**config.mk**
```make
export PLATFORM = sky130hd
export DESIGN_NAME = ps2_scancode_sequencer_flat
export DESIGN_NICKNAME = d
export VERILOG_FILES = /design/src/rtl/ps2_scancode_sequencer_if.sv /design/src/rtl/ps2_scancode_sequencer.sv /design/src/flat_wrapper.sv
export SDC_FILE = /design/constraint.sdc
export NUM_CORES = 1
export LEC_CHECK = 0
export ABC_CLOCK_PERIOD_IN_PS = 3700
export BUFFER_PORTS_ARGS = -buffer_cell sky130_fd_sc_hd__buf_2
export CAP_MARGIN = 10
export CORE_MARGIN = 1.5
export CORE_UTILIZATION = 50
export DETAILED_ROUTE_END_ITERATION = 7
export GPL_ROUTABILITY_DRIVEN = 0
export PLACE_DENSITY = 0.7
export SETUP_SLACK_MARGIN = 0.02
export SYNTH_ARGS = -nofsm -noshare
export SYNTH_HDL_FRONTEND = slang
export SYNTH_SLANG_ARGS = --single-unit
export TNS_END_PERCENT = 50
```
**constraint.sdc**
```tcl
create_clock -name clk -period 3.7 [get_ports clk]
set_input_delay 0.185 -clock clk [delete_from_list [all_inputs] [get_ports clk]]
set_output_delay 0.185 -clock clk [all_outputs]
set_load 0.02 [all_outputs]
```
**src/rtl/ps2_scancode_sequencer_if.sv**
```systemverilog
// ps2_scancode_sequencer_if
//   Byte input strobe, event output handshake and status flags of the
//   PS/2 scan-code sequencer bundled as one interface.
//   master : producer/consumer side (drives byte_in/byte_valid/ev_ready)
//   slave  : sequencer side (drives event head, count and status flags)
//   FIFO_DEPTH must match the sequencer instance (sets ev_count width).
interface ps2_scancode_sequencer_if #(
  parameter int FIFO_DEPTH = 4
);
  logic [7:0]                    byte_in;
  logic                          byte_valid;
  logic [7:0]                    ev_code;
  logic                          ev_ext;
  logic                          ev_break;
  logic                          ev_valid;
  logic                          ev_ready;
  logic [$clog2(FIFO_DEPTH):0]   ev_count;
  logic                          seq_err;
  logic                          overflow;
  logic                          busy;

  modport master (
    output byte_in, byte_valid, ev_ready,
    input  ev_code, ev_ext, ev_break, ev_valid, ev_count,
           seq_err, overflow, busy
  );

  modport slave (
    input  byte_in, byte_valid, ev_ready,
    output ev_code, ev_ext, ev_break, ev_valid, ev_count,
           seq_err, overflow, busy
  );
endinterface

```
**src/rtl/ps2_scancode_sequencer.sv**
```systemverilog
// ps2_scancode_sequencer
//   Assembles decoded PS/2 set-2 scan-code bytes (with E0/F0 prefixes)
//   into key events {code, ext, break} and queues them in a show-ahead
//   FIFO. Flags misplaced prefixes, 00/FF error codes and inter-byte
//   timeouts with a one-cycle seq_err pulse; sticky overflow on drop.
//   Ports:
//     clk   : clock, posedge
//     rst_n : asynchronous active-low reset
//     bus   : ps2_scancode_sequencer_if.slave (byte in, event out, status)
module ps2_scancode_sequencer #(
  parameter int FIFO_DEPTH  = 4,
  parameter int TIMEOUT_CYC = 1000
) (
  input  logic                          clk,
  input  logic                          rst_n,
  ps2_scancode_sequencer_if.slave       bus
);

  localparam int AW = $clog2(FIFO_DEPTH);
  localparam int CW = AW + 1;
  localparam int TW = (TIMEOUT_CYC > 2) ? $clog2(TIMEOUT_CYC) : 1;
  localparam logic [TW-1:0] TO_LAST = TW'(TIMEOUT_CYC - 1);

  localparam logic [1:0] S_IDLE    = 2'd0;
  localparam logic [1:0] S_EXT     = 2'd1;
  localparam logic [1:0] S_BRK     = 2'd2;
  localparam logic [1:0] S_EXT_BRK = 2'd3;

  localparam logic [7:0] B_EXT = 8'hE0;
  localparam logic [7:0] B_BRK = 8'hF0;

  logic [1:0]    r_state;
  logic [1:0]    w_next;
  logic [TW-1:0] r_tcnt;
  logic          w_emit;
  logic          w_err;
  logic          w_ext;
  logic          w_brk;
  logic          w_is_pfx;

  logic [9:0]    r_mem [FIFO_DEPTH];
  logic [AW-1:0] r_wr;
  logic [AW-1:0] r_rd;
  logic [CW-1:0] r_count;
  logic          r_ovf;
  logic          r_seq_err;
  logic          w_pop;
  logic          w_push;
  logic          w_full;
  logic          w_valid;
  logic [9:0]    w_head;

  // ---------------- sequencer FSM ----------------
  assign w_is_pfx = (bus.byte_in == B_EXT) || (bus.byte_in == B_BRK);

  always_comb begin
    w_next = r_state;
    w_emit = 1'b0;
    w_err  = 1'b0;
    w_ext  = 1'b0;
    w_brk  = 1'b0;
    if (bus.byte_valid) begin
      if (bus.byte_in == 8'h00 || bus.byte_in == 8'hFF) begin
        w_err  = 1'b1;
        w_next = S_IDLE;
      end else begin
        case (r_state)
          S_IDLE: begin
            if (bus.byte_in == B_EXT)      w_next = S_EXT;
            else if (bus.byte_in == B_BRK) w_next = S_BRK;
            else                           w_emit = 1'b1;
          end
          S_EXT: begin
            // a repeated E0 keeps the extended context without error
            if (bus.byte_in == B_BRK) w_next = S_EXT_BRK;
            else if (bus.byte_in != B_EXT) begin
              w_emit = 1'b1;
              w_ext  = 1'b1;
              w_next = S_IDLE;
            end
          end
          S_BRK: begin
            w_next = S_IDLE;
            if (w_is_pfx) w_err = 1'b1;
            else begin
              w_emit = 1'b1;
              w_brk  = 1'b1;
            end
          end
          default: begin
            w_next = S_IDLE;
            if (w_is_pfx) w_err = 1'b1;
            else begin
              w_emit = 1'b1;
              w_ext  = 1'b1;
              w_brk  = 1'b1;
            end
          end
        endcase
      end
    end else if (r_state != S_IDLE && r_tcnt == TO_LAST) begin
      // inter-byte timeout abandons the partial sequence
      w_err  = 1'b1;
      w_next = S_IDLE;
    end
  end

  always_ff @(posedge clk or negedge rst_n) begin
    if (!rst_n) begin
      r_state   <= S_IDLE;
      r_tcnt    <= '0;
      r_seq_err <= 1'b0;
    end else begin
      r_state   <= w_next;
      r_seq_err <= w_err;
      if (bus.byte_valid || r_state == S_IDLE || w_err) r_tcnt <= '0;
      else                                              r_tcnt <= r_tcnt + TW'(1);
    end
  end

  // ---------------- event FIFO ----------------
  assign w_valid = (r_count != '0);
  assign w_full  = (r_count == CW'(FIFO_DEPTH));
  assign w_pop   = w_valid && bus.ev_ready;
  // when full, a simultaneous pop frees the slot the new event needs
  assign w_push  = w_emit && (!w_full || w_pop);

  always_ff @(posedge clk) begin
    if (w_push) r_mem[r_wr] <= {w_ext, w_brk, bus.byte_in};
  end

  always_ff @(posedge clk or negedge rst_n) begin
    if (!rst_n) begin
      r_wr    <= '0;
      r_rd    <= '0;
      r_count <= '0;
      r_ovf   <= 1'b0;
    end else begin
      if (w_push) r_wr <= r_wr + AW'(1);
      if (w_pop)  r_rd <= r_rd + AW'(1);
      case ({w_push, w_pop})
        2'b10:   r_count <= r_count + CW'(1);
        2'b01:   r_count <= r_count - CW'(1);
        default: r_count <= r_count;
      endcase
      if (w_emit && w_full && !w_pop) r_ovf <= 1'b1;
    end
  end

  // head fields forced to zero while empty so reset shows a clean bus
  assign w_head       = r_mem[r_rd];
  assign bus.ev_valid = w_valid;
  assign bus.ev_code  = w_valid ? w_head[7:0] : '0;
  assign bus.ev_break = w_valid & w_head[8];
  assign bus.ev_ext   = w_valid & w_head[9];
  assign bus.ev_count = r_count;
  assign bus.seq_err  = r_seq_err;
  assign bus.overflow = r_ovf;
  assign bus.busy     = (r_state != S_IDLE);

endmodule

```
**src/flat_wrapper.sv**
```systemverilog
// flat-port wrapper written by rule: the top's interface ports become plain ports
module ps2_scancode_sequencer_flat 
#(
  parameter int FIFO_DEPTH  = 4,
  parameter int TIMEOUT_CYC = 1000
)
  (clk, rst_n, bus_byte_in, bus_byte_valid, bus_ev_ready, bus_ev_code, bus_ev_ext, bus_ev_break, bus_ev_valid, bus_ev_count, bus_seq_err, bus_overflow, bus_busy);
  ps2_scancode_sequencer_if #(.FIFO_DEPTH(FIFO_DEPTH)) bus_i ();
  input  logic clk;
  input  logic rst_n;
  input wire logic [$bits(bus_i.byte_in)-1:0] bus_byte_in;
  input wire logic [$bits(bus_i.byte_valid)-1:0] bus_byte_valid;
  input wire logic [$bits(bus_i.ev_ready)-1:0] bus_ev_ready;
  output wire logic [$bits(bus_i.ev_code)-1:0] bus_ev_code;
  output wire logic [$bits(bus_i.ev_ext)-1:0] bus_ev_ext;
  output wire logic [$bits(bus_i.ev_break)-1:0] bus_ev_break;
  output wire logic [$bits(bus_i.ev_valid)-1:0] bus_ev_valid;
  output wire logic [$bits(bus_i.ev_count)-1:0] bus_ev_count;
  output wire logic [$bits(bus_i.seq_err)-1:0] bus_seq_err;
  output wire logic [$bits(bus_i.overflow)-1:0] bus_overflow;
  output wire logic [$bits(bus_i.busy)-1:0] bus_busy;
  assign bus_i.byte_in = bus_byte_in;
  assign bus_i.byte_valid = bus_byte_valid;
  assign bus_i.ev_ready = bus_ev_ready;
  assign bus_ev_code = bus_i.ev_code;
  assign bus_ev_ext = bus_i.ev_ext;
  assign bus_ev_break = bus_i.ev_break;
  assign bus_ev_valid = bus_i.ev_valid;
  assign bus_ev_count = bus_i.ev_count;
  assign bus_seq_err = bus_i.seq_err;
  assign bus_overflow = bus_i.overflow;
  assign bus_busy = bus_i.busy;
  ps2_scancode_sequencer #(.FIFO_DEPTH(FIFO_DEPTH), .TIMEOUT_CYC(TIMEOUT_CYC)) u_core (.clk(clk), .rst_n(rst_n), .bus(bus_i));
endmodule
```
Word level (Yosys, flattened, before mapping). Memory sizes are Yosys's and may differ from the RTL's. Cells that the tools add are included.

Output and inout port bits: 17. Register bits after elaboration: 21. Memories kept: 1. Logic and storage cells: 80. Memory bits (writable): 40.

Mux-type cells: 32. $add $sub $neg: 5. Eq/ne operators: 12. Reductions and logical operators: 21. Bitwise logic cells: 2.

Memories: u_core.r_mem (words 4, width 10, rd ports 1, clocked after memory_dff 0, write ports 1, line ps2_scancode_sequencer.sv:41) `logic [9:0] r_mem [FIFO_DEPTH];`.

Operator list (number): 8-bit == test (second input constant) (3); 1-bit 2-to-1 mux (19); 2-bit 2-to-1 mux (7); 10-bit by 1-bit adder with 10-bit output (second input constant) (1); 10-bit == test (second input constant) (1); 10-bit 2-to-1 mux (1); 5-bit by 2-bit != test with 1-bit output (second input constant) (2); 8-bit zero test (1); 8-bit 2-to-1 mux (1); 8-bit != test (second input constant) (1); 3-bit one-hot mux with 2 select lines (1); 2-bit nonzero test (3); 1-bit logical AND (5); 1-bit logical OR (5); 2-bit by 1-bit adder with 2-bit output (second input constant) (2); 2-bit by 1-bit == test with 1-bit output (second input constant) (2); 2-bit == test (second input constant) (2); 1-bit one-hot mux with 2 select lines (2); 2-bit one-hot mux with 2 select lines (1); 2-bit OR reduction (2); 3-bit by 1-bit adder with 3-bit output (second input constant) (1); 3-bit == test (second input constant) (1); 3-bit AND reduction (1); 3-bit nonzero test (1); other kinds (4) (6).

Longest topological paths before layout. Gate-level depths: netlist (run 1).

Depth in word-level cells: 9. Gate-level depth with buffers: 8. Depth with buffers taken out: 8.

Worst setup path after synthesis (run 1). Ideal clock, no wire load.

Kind: input to register. Start: input bus_byte_in[1]. End: register u_core.r_count[2] (netlist: u_core.bus.ev_count[2]). Data required time: 3570 ps. Path slack: 1644 ps. Arrival time: 1927 ps. Cell stages on the path: 8. Setup time: 130 ps. Path through: or4_4 > o211a_2 > nor3_4 > inv_1 > fa_1 > nor2_1 > a22oi_2 > xnor2_1.

Longest elaborated chain between the ends: 9. Elaborated cells between the ends (all ways): 20. Those cells by class: eq/ne: 6; mux: 9; reduce/logical: 5.

RTL lines: start, declared (line flat_wrapper.sv:11) `input wire logic [$bits(bus_i.byte_in)-1:0] bus_byte_in;`; 8-bit != test, or another cell as far along (line ps2_scancode_sequencer.sv:76) `else if (bus.byte_in != B_EXT) begin`; 1-bit 2-to-1 mux, or another cell as far along (line ps2_scancode_sequencer.sv:76); 1-bit 2-to-1 mux (on tied branches); 1-bit one-hot mux with 2 select lines (line ps2_scancode_sequencer.sv:67) `case (r_state)`; 1-bit 2-to-1 mux (*) (line ps2_scancode_sequencer.sv:63) `if (bus.byte_in == 8'h00 || bus.byte_in == 8'hFF) begin`; 1-bit 2-to-1 mux (*) (line ps2_scancode_sequencer.sv:62) `if (bus.byte_valid) begin`; 1-bit logical AND (*) (line ps2_scancode_sequencer.sv:126) `assign w_push = w_emit && (!w_full || w_pop);`; 2-bit by 1-bit == test with 1-bit output or 2-bit == test (tied branches) (line ps2_scancode_sequencer.sv:141) `case ({w_push, w_pop})`; 3-bit one-hot mux with 2 select lines or 2-bit nonzero test (tied branches); end signal, assigned (line ps2_scancode_sequencer.sv:142) `2'b10: r_count <= r_count + CW'(1);`; end signal, assigned (line ps2_scancode_sequencer.sv:143) `2'b01: r_count <= r_count - CW'(1);`; end signal, assigned (line ps2_scancode_sequencer.sv:144) `default: r_count <= r_count;`; end, declared (line ps2_scancode_sequencer.sv:44) `logic [CW-1:0] r_count;`.

Mark *: on every way between the ends. The rest lies on a longest branch, timed or not. A chain may end at the register's enable or synchronous reset.

Worst setup path in the final report (run 1).
Start: register u_core.r_count[0] (netlist: u_core.bus.ev_count[0]). End: register u_core.r_count[2] (netlist: u_core.bus.ev_count[2]).

Longest elaborated chain between the ends: 6. Elaborated cells between the ends (all ways): 12. Those cells by class: add/sub: 2; eq/ne: 3; mux: 1; reduce/logical: 6.

RTL lines (line): 3-bit == test or 3-bit nonzero test (tied branches) (ps2_scancode_sequencer.sv:123, ps2_scancode_sequencer.sv:122); 1-bit zero test or 1-bit logical AND (tied branches) (ps2_scancode_sequencer.sv:126, ps2_scancode_sequencer.sv:124); 1-bit logical OR (ps2_scancode_sequencer.sv:126); 1-bit logical AND (ps2_scancode_sequencer.sv:126); 2-bit by 1-bit == test with 1-bit output or 2-bit == test (tied branches) (ps2_scancode_sequencer.sv:141); 3-bit one-hot mux with 2 select lines or 2-bit nonzero test (tied branches).

Parallel ways exist; a longest one is shown, timed or not.

==> results.cfg, run 1 <==
[run_status]
status = completed

[power]
leakagePower_uw = 0.00116
ir_worst_vdd_mv = 0.293
p_per_area_nw_per_um2 = 740

[die]
start_util_pct = 51.9
die-width_um = 76.0
core_area_um2 = 5140
io_pins = 29
rows = 26
die_h_um = 76.0
die_area_um2 = 5780

[setup_path]
path_class = flip-flop to flip-flop
crit_fanout = 13
cp.required_ps = 3920
start_kind = flip-flop
reg2reg_slack_ps = 1370
reg2regPathDepth = 8
worstPathArrival_ps = 2550
critPathCaptureType = flip-flop
r2r_end = u_core.bus.ev_count[2]
r2r_start = u_core.bus.ev_count[0]

[route]
vias = 1576
ant_nets = 0
viasPerCell = 5.42
wire_per_inst_um = 17.6
drc = 0
drtIter0Drc = 101
routed_wl_mm = 5.12
firstDrtPassIters = 4

[timing]
worstMarginPinSlew_ps = 752
post-route-period-util_pct = 63.1
fmax_mhz = 429
fin_hold_ws_ps = 104
finClkSkew_ps = 7.50
maxSlewViolCount = 0
tns_ps = 0
max_slew_margin_pct = 49.9
grt_setup_unrepaired = no
setup_viol = 0
finalCriticalPeriod_ps = 2330
hold_viol = 0

[clock_network]
cts_root_buf = clkbuf_8
cts-resized-gates = 0
postCtsSetupRepairBufs = 0
hold_buffers = 1
htreeDepth = 3
clock_latency_ps = 330
numCtsBuffers = 9
clockBufferDepth = 2
cts_tree = built
clkSlewWorstSetupHoldPaths_ps = 60
numClockSinks = 61

[yosys]
syn_inst = 181
yosysWarnings = 0
yosys_register_bits = 61
synth.yosys.seq_area_share_pct = 64.8
syn-num-nets = 199
synth_cell_types = 36
synth_area_um2 = 2670
syn_avg_cell_area_um2 = 14.7

[hold_path]
hp-class = input port to flip-flop
min_to = u_core.r_mem[2][5]
hold_path.startpoint = bus_byte_in[5]
hold_depth = 1

[global_route]
grt_use_total_pct = 20.4
grt_pass1_wl_mm = 8.74
gr-total-overflow = 0
first_global_vias = 1724
grt_max_degree = 22
antenna_found_initial = 0

[run]
drv_cap = 0

[layout]
fillerInstances = 438
final_net_count = 234
antennaDiodeCount = 0
final_common_cell = edfxtp_1
final_cell_mix = edfxtp_1 (40), buf_2 (28), dfrtp_1 (21), nor2_1 (14)
syn_to_final_growth_pct = 13.5
drive_gt1_share_pct = 26.2

[place]
dp_hpwl_mm = 3.46
port_buffers = 28
[cell usage after synthesis]
cell type,number,area share [%]
edfxtp_1,40,45
dfrtp_1,21,20
nor2_1,14,2.0
and2_1,11,2.6
inv_1,11,1.5
mux4_2,10,8.4
nand2_1,8,1.1
xnor2_1,8,2.6
o21ai_0,7,1.3
a21oi_1,6,1.1
ha_1,5,2.3
and2_2,4,1.1
or3_1,4,0.94
and3_1,3,0.70
clkbuf_1,3,0.42
nand3_1,3,0.56
nand4_1,2,0.47
nor4_1,2,0.47
xor2_1,2,0.66
a211o_1,1,0.33
a211oi_1,1,0.28
a21oi_4,1,0.61
a22o_1,1,0.33
a22oi_2,1,0.47
a2bb2oi_2,1,0.56
buf_2,1,0.19
buf_6,1,0.42
fa_1,1,0.75
nand4b_1,1,0.33
nor3_1,1,0.19
nor3_4,1,0.61
o211a_2,1,0.38
o21a_1,1,0.28
o21bai_1,1,0.28
or4_4,1,0.42
or4b_2,1,0.38
[stage by stage]
step	power (uW)	util (%)	instances	cell area [um^2]	worst slack, ps
final	2240	58.9	291	3030	1370
after global routing	2380	58.9	291	3030	1130
after CTS	2270	58.9	291	3030	1360
after detailed placement	1800	55.8	274	2870	1260
after global placement	1770	55.8	274	2870	1430
after floorplan	1570	-	181	2670	1640
[registers in the layout (all words and copies together), names as in the netlist]
name                 count
u_core.r_mem            40
u_core.r_tcnt           10
u_core.bus.ev_count      3
u_core.r_rd              2
u_core.r_state           2
u_core.r_wr              2
u_core.bus.overflow      1
u_core.bus.seq_err       1
[logic make-up after synthesis]
family                   after synthesis  share of synthesized area (%)
AND/OR/NAND/NOR                       56                           11.9
flip-flops                            61                           64.8
adder cells (fa/ha/maj)                6                           3.10
buffers and inverters                 16                           2.58
AO/OA/AOI/OAI                         22                           5.96
multiplexers                          10                           8.45
XOR/XNOR                              10                           3.29
[worst max-delay path: stages (launching register included)]
cell	delay, ps
dfrtp_1	410
or3_1	400
nand2_1	280
nor3_4	280
inv_1	90
fa_1	400
nor2_1	150
a22oi_2	70
xnor2_1	140
[per-layer routing]
metal	wire [um]	vias up	share of wire [%]	GRT usage [%]
li1	-	736	-	-
met1	2020	791	40	23.4
met2	2790	42	54	35.8
met3	223	7	4.4	5.63
met4	84	0	1.6	9.44
met5	0	-	0	0
[worst max-delay path by stage]
stage | start | to | depth (start not counted)
final | u_core.bus.ev_count[0] | u_core.bus.ev_count[2] | 8
after global routing | u_core.bus.ev_count[0] | u_core.bus.ev_count[2] | 8
after CTS | u_core.bus.ev_count[0] | u_core.bus.ev_count[2] | 8
after detailed placement | bus_byte_in[1] | u_core.bus.ev_count[2] | 9
after global placement | bus_byte_in[1] | u_core.bus.ev_count[2] | 9
after floorplan | bus_byte_in[1] | u_core.bus.ev_count[2] | 8
[layout make-up]
cell class	count	area, um^2	share of cell area, %
tap	70	87.6	2.89
timing repair buffer	29	150	4.96
inverter	11	41.3	1.36
clock inverter	4	15.0	0.496
multi-input combinational	104	871	28.8
clock buffer	12	135	4.46
sequential	61	1730	57.0
[power by group]
group | leakage [uW] | internal, uW | switching (uW) | total (uW)
Combinational | 0.000438 | 342 | 409 | 751
Sequential | 0.000645 | 903 | 123 | 1030
Clock | 0.0000745 | 234 | 229 | 463
Total | 0.00116 | 1480 | 761 | 2240
(Power assumes the default switching activity.)
==> run 2, diff against run 1 <==
ABC_CLOCK_PERIOD_IN_PS = 2200   (was 3700)
clock period = 2.2 ns   (was 3.7 ns; I/O delays follow)
==> results.cfg, run 2 (synthesis gave the netlist of run 1 again) <==
[die]
core_area_um2 = 5140
die-width_um = 76.0
die_h_um = 76.0
io_pins = 29
die_area_um2 = 5780
start_util_pct = 51.9
rows = 26

[clock_network]
clkSlewWorstSetupHoldPaths_ps = 70
clock_latency_ps = 330
numClockSinks = 61
htreeDepth = 3
clockBufferDepth = 2
postCtsSetupRepairBufs = 0
numCtsBuffers = 9
cts_tree = built
cts_root_buf = clkbuf_8

[timing]
setup_viol = 0
finalCriticalPeriod_ps = 1970
finClkSkew_ps = 13.7
worstMarginPinSlew_ps = 633
grt_setup_unrepaired = no
maxSlewViolCount = 0
fmax_mhz = 507
post-route-period-util_pct = 89.6
layout_setup_ws_ps = 228
fin_hold_ws_ps = 34.6
max_slew_margin_pct = 57.5
hold_viol = 0
tns_ps = 0

[global_route]
grt_max_degree = 22
grt_use_total_pct = 18.2
grt_pass1_wl_mm = 7.97
gr-total-overflow = 0
first_global_vias = 1686
antenna_found_initial = 0

[route]
drtIter0Drc = 104
firstDrtPassIters = 4
drc = 0
routed_wl_mm = 4.81
wire_per_inst_um = 16.3
viasPerCell = 5.48
ant_nets = 0
vias = 1623

[place]
place_ws_ps = 95.1
dp_hpwl_mm = 3.31
port_buffers = 28

[layout]
fillerInstances = 433
regMostFlops = u_core.r_mem
drive_gt1_share_pct = 30.1
final_cell_mix = edfxtp_1 (40), buf_2 (28), dfrtp_1 (21), nor2_1 (14)
antennaDiodeCount = 0
final_net_count = 239
syn_to_final_growth_pct = 18.3
final_common_cell = edfxtp_1
final_core_util_pct = 61.4
largest_reg_flops = 40

[power]
p_per_area_nw_per_um2 = 1330
ir_worst_vdd_mv = 0.693
leakagePower_uw = 0.00123
power_uw = 4180

[hold_path]
hold_depth = 1
hp-class = input port to flip-flop
min_to = u_core.r_mem[0][6]
hold_path.startpoint = bus_byte_in[6]

[setup_path]
cp.required_ps = 2250
reg2regPathDepth = 3
start_kind = flip-flop
r2r_start = u_core.bus.ev_count[0]
reg2reg_slack_ps = 230
critPathCaptureType = flip-flop
crit_fanout = 10
path_class = flip-flop to flip-flop
worstPathArrival_ps = 2020
r2r_end = u_core.r_mem[0][5]

[run]
drv_cap = 0

[run_status]
status = completed
run 2: repair_timing:
item / CTS / global route
resized for setup: 0 / 0
hold buffers: 1 / 0
endpoints found under the hold margin: 21 / 0
run 2: area by class of cell:
cell class	count	area (um^2)	share of cell area [%]
Clock buffer	11	141	4.48
Clock inverter	5	98.8	3.13
Inverter	11	41.3	1.31
Multi-Input combinational cell	104	871	27.6
Sequential cell	61	1730	54.7
Tap cell	70	87.6	2.78
Timing Repair Buffer	34	188	5.95
run 2: power by group:
group	internal [uW]	switching, uW
combinational	602	745
sequential	1520	139
clock	778	400
run 2: metal layers:
layer | vias to the layer above | GRT usage (%) | share of wire, %
met4 | 0 | 8.89 | 1.6
li1 | 741 | - | -
met5 | - | 0 | 0
met3 | 10 | 3.95 | 4.4
met2 | 52 | 30.8 | 51
met1 | 820 | 22.3 | 43
run 2: critical path, stage by stage, from the launching register on:
cell,delay [ps]
dfrtp_1,430
or4b_2,720
o21a_1,210
and2_2,330
run 2: per-stage QoR:
| stage | instance area [um^2] | instances |
|---|---|---|
| 3_5_place_dp | 2900 | 279 |
| 4_1_cts | 3150 | 296 |
| 3_3_place_gp | 2900 | 279 |
| 2_1_floorplan | 2670 | 181 |
| 6_report | 3150 | 296 |
| 5_1_grt | 3150 | 296 |
run 2: worst max path at each step:
stage,startpoint,to,slack [ps],depth (start not counted)
floorplan,u_core.bus.ev_count[0],u_core.bus.ev_count[2],210,8
global placement,bus_byte_in[2],u_core.r_mem[2][2],150,6
detailed placement,bus_byte_in[1],u_core.r_mem[0][2],100,6
CTS,u_core.bus.ev_count[0],u_core.r_mem[0][9],220,3
global route,u_core.bus.ev_count[0],u_core.r_mem[0][9],160,3
finish,u_core.bus.ev_count[0],u_core.r_mem[0][5],230,3
